### src/rtl/aoi21_pipe_if.sv
// Valid/ready stream bundle for aoi21_pipe: operand side (IN_*, A/B/C/MODE) and result side
// (OUT_*, Y). The producer/consumer environment uses master; the pipeline uses slave.
`timescale 1ns / 1ps

interface aoi21_pipe_if #(
    parameter int unsigned WIDTH = 8
) ();
    logic             IN_VALID;
    logic             IN_READY;
    logic [WIDTH-1:0] A;
    logic [WIDTH-1:0] B;
    logic [WIDTH-1:0] C;
    logic [1:0]       MODE;
    logic             OUT_VALID;
    logic             OUT_READY;
    logic [WIDTH-1:0] Y;

    modport master (
        output IN_VALID,
        output A,
        output B,
        output C,
        output MODE,
        output OUT_READY,
        input  IN_READY,
        input  OUT_VALID,
        input  Y
    );

    modport slave (
        input  IN_VALID,
        input  A,
        input  B,
        input  C,
        input  MODE,
        input  OUT_READY,
        output IN_READY,
        output OUT_VALID,
        output Y
    );
endinterface

### src/rtl/aoi21_pipe.sv
// Pipelined WIDTH-lane AOI21/OAI21/AO21/OA21 datapath with DEPTH elastic valid/ready stages.
// Optional output toggle counter is built only when AOI_TOGGLE_CNT_EN is defined.
`timescale 1ns / 1ps

module aoi21_pipe #(
    parameter int unsigned WIDTH = 8,
    parameter int unsigned DEPTH = 2,
    parameter int unsigned CNT_W = 16
) (
    input  logic             CLK,
    input  logic             R,
    aoi21_pipe_if.slave      bus,
    input  logic             TGL_CLR,
    output logic [CNT_W-1:0] TOGGLE_CNT
);

    logic [WIDTH-1:0] f_d;
    logic [DEPTH-1:0] v_q;
    logic [WIDTH-1:0] d_q [DEPTH];
    logic [DEPTH-1:0] rdy;

    // Mode is consumed together with the operands, so it travels inside the data word.
    always_comb begin
        f_d = '0;
        unique case (bus.MODE)
            2'b00:   f_d = ~((bus.A & bus.B) | bus.C);
            2'b01:   f_d = ~((bus.A | bus.B) & bus.C);
            2'b10:   f_d = (bus.A & bus.B) | bus.C;
            2'b11:   f_d = (bus.A | bus.B) & bus.C;
            default: f_d = '0;
        endcase
    end

    for (genvar i = 0; i < DEPTH; i++) begin : g_stage
        logic             v_in;
        logic [WIDTH-1:0] d_in;
        logic             v_d;
        logic [WIDTH-1:0] d_d;

        if (i == 0) begin : g_head
            assign v_in = bus.IN_VALID;
            assign d_in = f_d;
        end else begin : g_body
            assign v_in = v_q[i-1];
            assign d_in = d_q[i-1];
        end

        // Closed form of the ready chain: stage i can move unless it and every later stage are full
        // and the sink stalls.
        assign rdy[i] = bus.OUT_READY | ~(&v_q[DEPTH-1:i]);

        always_comb begin
            v_d = v_q[i];
            d_d = d_q[i];
            if (rdy[i]) begin
                v_d = v_in;
                if (v_in) begin
                    d_d = d_in;
                end
            end
        end

        always_ff @(posedge CLK or negedge R) begin
            if (!R) begin
                v_q[i] <= 1'b0;
                d_q[i] <= '0;
            end else begin
                v_q[i] <= v_d;
                d_q[i] <= d_d;
            end
        end
    end

    assign bus.IN_READY  = rdy[0];
    assign bus.OUT_VALID = v_q[DEPTH-1];
    assign bus.Y         = d_q[DEPTH-1];

`ifdef AOI_TOGGLE_CNT_EN
    localparam int unsigned SumW = CNT_W + 32;

    logic             hs;
    logic [WIDTH-1:0] last_y_q;
    logic [WIDTH-1:0] last_y_d;
    logic [CNT_W-1:0] tgl_cnt_q;
    logic [CNT_W-1:0] tgl_cnt_d;
    logic [WIDTH-1:0] diff;
    int unsigned      pop;
    logic [SumW-1:0]  sum;

    assign hs = bus.OUT_VALID & bus.OUT_READY;

    always_comb begin
        diff = bus.Y ^ last_y_q;
        pop  = 0;
        for (int k = 0; k < WIDTH; k++) begin
            pop = pop + 32'(diff[k]);
        end
        // Extra headroom so a wide popcount cannot wrap before the saturation test.
        sum       = SumW'(tgl_cnt_q) + SumW'(pop);
        tgl_cnt_d = tgl_cnt_q;
        last_y_d  = last_y_q;
        if (TGL_CLR) begin
            tgl_cnt_d = '0;
            last_y_d  = '0;
        end else if (hs) begin
            last_y_d  = bus.Y;
            tgl_cnt_d = (|sum[SumW-1:CNT_W]) ? {CNT_W{1'b1}} : sum[CNT_W-1:0];
        end
    end

    always_ff @(posedge CLK or negedge R) begin
        if (!R) begin
            tgl_cnt_q <= '0;
            last_y_q  <= '0;
        end else begin
            tgl_cnt_q <= tgl_cnt_d;
            last_y_q  <= last_y_d;
        end
    end

    assign TOGGLE_CNT = tgl_cnt_q;
`else
    logic unused_tgl_clr;
    assign unused_tgl_clr = TGL_CLR;
    assign TOGGLE_CNT     = '0;
`endif

endmodule

### src/flat_wrapper.sv
// flat-port wrapper written by rule: the top's interface ports become plain ports
module aoi21_pipe_flat 
#(
    parameter int unsigned WIDTH = 8,
    parameter int unsigned DEPTH = 2,
    parameter int unsigned CNT_W = 16
)
  (CLK, R, TGL_CLR, TOGGLE_CNT, bus_IN_VALID, bus_A, bus_B, bus_C, bus_MODE, bus_OUT_READY, bus_IN_READY, bus_OUT_VALID, bus_Y);
  aoi21_pipe_if #(.WIDTH(WIDTH)) bus_i ();
  input  logic CLK;
  input  logic R;
  input  logic TGL_CLR;
  output logic [CNT_W-1:0] TOGGLE_CNT;
  input wire logic [$bits(bus_i.IN_VALID)-1:0] bus_IN_VALID;
  input wire logic [$bits(bus_i.A)-1:0] bus_A;
  input wire logic [$bits(bus_i.B)-1:0] bus_B;
  input wire logic [$bits(bus_i.C)-1:0] bus_C;
  input wire logic [$bits(bus_i.MODE)-1:0] bus_MODE;
  input wire logic [$bits(bus_i.OUT_READY)-1:0] bus_OUT_READY;
  output wire logic [$bits(bus_i.IN_READY)-1:0] bus_IN_READY;
  output wire logic [$bits(bus_i.OUT_VALID)-1:0] bus_OUT_VALID;
  output wire logic [$bits(bus_i.Y)-1:0] bus_Y;
  assign bus_i.IN_VALID = bus_IN_VALID;
  assign bus_i.A = bus_A;
  assign bus_i.B = bus_B;
  assign bus_i.C = bus_C;
  assign bus_i.MODE = bus_MODE;
  assign bus_i.OUT_READY = bus_OUT_READY;
  assign bus_IN_READY = bus_i.IN_READY;
  assign bus_OUT_VALID = bus_i.OUT_VALID;
  assign bus_Y = bus_i.Y;
  aoi21_pipe #(.WIDTH(WIDTH), .DEPTH(DEPTH), .CNT_W(CNT_W)) u_core (.CLK(CLK), .R(R), .bus(bus_i), .TGL_CLR(TGL_CLR), .TOGGLE_CNT(TOGGLE_CNT));
endmodule
### config.mk
export PLATFORM = sky130hd
export DESIGN_NAME = aoi21_pipe_flat
export DESIGN_NICKNAME = d
export VERILOG_FILES = /design/src/rtl/aoi21_pipe_if.sv /design/src/rtl/aoi21_pipe.sv /design/src/flat_wrapper.sv
export SDC_FILE = /design/constraint.sdc
export NUM_CORES = 1
export LEC_CHECK = 0
export BUFFER_PORTS_ARGS = -buffer_cell sky130_fd_sc_hd__buf_2
export CORE_MARGIN = 5
export CORE_UTILIZATION = 40
export DETAILED_ROUTE_END_ITERATION = 10
export PLACE_DENSITY = 0.71
export SETUP_SLACK_MARGIN = 0.05
export SLEW_MARGIN = 30
export SYNTH_ARGS = -nofsm -noshare
export SYNTH_HDL_FRONTEND = slang
export SYNTH_SLANG_ARGS = --single-unit
### constraint.sdc
create_clock -name CLK -period 1.5 [get_ports CLK]
set_clock_uncertainty 0.1 [all_clocks]
set_input_delay 0.15 -clock CLK [delete_from_list [all_inputs] [get_ports CLK]]
set_output_delay 0.15 -clock CLK [all_outputs]
set_load 0.05 [all_outputs]
==> qor.txt <==
result of the run - finished clean
post-synth design cell area - 1000 um^2
Syn-to-layout area delta - 20.5%
Site Rows - 18
multi-input logic area - 464 um^2
clock transition at the registers of the reported paths - 0.10 ns
Worst Path Class, Setup - reg -> out
Die Span X - 60.0 um
sequential standard cell area - 452 um^2
Cell Chain, Critical Path - nand3b_4 > buf_2
number of distinct library cells after synthesis - 15
Hold Vio Cnt, Final - 0
initial antenna violation count - 0
vias - 790
post-detail-place hpwl - 1650 um
part of the cycle the worst path needs - 0.893
Highest Clock Rate - 747 MHz
crit path time final - 1.34 ns
Setup Fix Bufs, Post-CTS - 0
starting density of the core - 0.411
post-CTS resize count - 0
I/O Pins - 57
level count of the clock H-tree - 1
buffer type at the clock tree root - clkbuf_4
Filler cells - 246
number of global-route vias before repair - 774
Placer Congestion - 0.685
global route overflow - 0
Slowest cell on crit path - dfrtp_2
CTS tree - built
Yosys reg bits - 18
initial detailed-routing violation count - 8
Worst Hold Class - in -> reg
ratio of cells with drive above 1 in the final layout - 0.397
number of buffers between clock root and the deepest sink - 2
TritonCTS Sinks - 18
per-cell via count in the routed design - 4.62
RR Endpoint - u_core.bus.Y[0]
crit start category - register
number of pins exceeding their max-slew limit in the final report - 0
PwrDens - 1300 mW/mm^2
Max-cap violations - 0
overall die area - 0.00360 mm^2
Place WS - 0.261 ns
total inserted antenna cells - 0
TritonCTS buffer count - 3
endpoints failing setup - 0
global routing usage summed across all routing layers - 0.116
Worst setup startpoint - u_core.bus.OUT_VALID
global-route wire length before repair - 3120 um
Setup TNS Final - 0 ns
first-pass detailed-route iteration total - 4
Critical Path RT - 1.25 ns
Worst R2R Setup Slack - 0.25 ns
pin count of the biggest net entering global routing - 19
endpoint of the most critical setup path - bus_IN_READY
setup repair after global routing missed its margin - no
element type at the critical path end - output pin
Remaining DRCs - 0
critical path arrival - 1.09 ns
Port-buffer cells - 39
post-synthesis sequential area ratio - 0.451
layout net count - 173
DIE HEIGHT - 60.0 um
hold buffer count at CTS - 2
Yosys warning count - 0
leakage power of the design - 0.613 nW
clock latency at the later pin of the worst-skew pair - 0.28 ns
post-detailed-route count of antenna-violating nets - 0
total routed wirelength - 1910 um
detailed-route wire length per cell - 11.2 um
standard cell core area - 0.00243 mm^2
synthesized instance count - 100
sum of internal, switching and leakage power - 1.57 mW
PnR worst setup slack - 0.161 ns
largest voltage drop on the vdd net - 760 uV
RR Startpoint - u_core.bus.OUT_VALID
FF-to-FF path depth - 3
CP Max Fanout - 3
mean instance size in the synthesized netlist - 10.0 um^2
CP max stage delay - 0.45 ns
## critical path: cells and delay by family, from the launching register on
| family | cells | cell delay [ns] |
|---|---|---|
| DFF | 1 | 0.45 |
| and+or+nand+nor | 1 | 0.09 |
| buffers and inverters | 1 | 0.26 |
## per-stage QoR
step                utilization  hold slack, ns  instance area, um^2  instances
floorplan                     -          -0.246                 1060        115
global placement          0.472         -0.0133                 1150        165
detailed placement        0.472        -0.00605                 1150        165
CTS                       0.495          0.0510                 1200        171
global route              0.495          0.0581                 1200        171
finish                    0.495          0.0565                 1200        171
## worst min path at each step
stage / from / to / slack, ns / cells past startpoint
6_report: bus_OUT_READY / u_core.bus.OUT_VALID / 0.06 / 3
3_5_place_dp: R / u_core.bus.Y[3] / -0.006 / 1
3_3_place_gp: R / u_core.bus.Y[1] / -0.01 / 1
4_1_cts: bus_OUT_READY / u_core.g_stage[1].v_in / 0.05 / 3
5_1_grt: bus_OUT_READY / u_core.bus.OUT_VALID / 0.06 / 3
2_1_floorplan: R / u_core.bus.OUT_VALID / -0.25 / 0
## synth_stat cells (all sizes together)
cell type   n  area [um^2]
nand2b      3         21.3
dfrtp      18          450
mux2        8         90.1
buf        19          141
conb        1         3.75
o21ai      16         80.1
nand2      10         42.5
a21oi      16         80.1
nand3b      1         20.0
xor2        8         70.1
## cell usage in the layout (no fill, tap or decap), types with 2 or more instances in the layout
cell            n
nand2_1         8
dfrtp_1        17
conb_1         16
o21ai_0        13
dlygate4sd3_1   2
mux2_2          8
a21oi_1        16
xor2_1          8
buf_2          39
nand2_2         2
o21ai_1         3
clkbuf_4        3
nand2b_1        2
## cell families after synthesis
group           Yosys count  share of synthesized area
mux                       8                     0.0901
other cells               1                    0.00375
xor+xnor                  8                     0.0701
flops                    18                      0.451
compound gates           32                      0.160
buf+inv                  19                      0.141
simple gates             14                     0.0839
## area by class of cell
type / count / share of cell area
Multi-Input combinational cell: 78 / 0.385
Sequential cell: 18 / 0.375
Timing Repair Buffer: 41 / 0.179
Tap cell: 30 / 0.0312
Clock buffer: 4 / 0.0301
## flip-flops by register name (all words and copies together) (netlist names)
| signal | count |
|---|---|
| u_core.bus.OUT_VALID | 1 |
| u_core.g_stage.d_in | 8 |
| u_core.g_stage.v_in | 1 |
| u_core.bus.Y | 8 |
## power by group
group	leakage, nW	internal, mW	switching, mW
Combinational	0.376	0.172	0.461
Clock	0.0210	0.148	0.137
Sequential	0.217	0.591	0.0570
Total	0.613	0.911	0.654
## per-layer routing
| metal | GRT usage | part of all wire | routed length [um] | vias up |
|---|---|---|---|---|
| li1 | - | - | - | 391 |
| met1 | 0.131 | 0.38 | 718 | 359 |
| met2 | 0.205 | 0.51 | 980 | 36 |
| met3 | 0.0151 | 0.095 | 181 | 4 |
| met4 | 0.0665 | 0.017 | 32 | 0 |
| met5 | 0 | 0 | 0 | - |
Note: power is estimated with default switching activity, not from simulation.
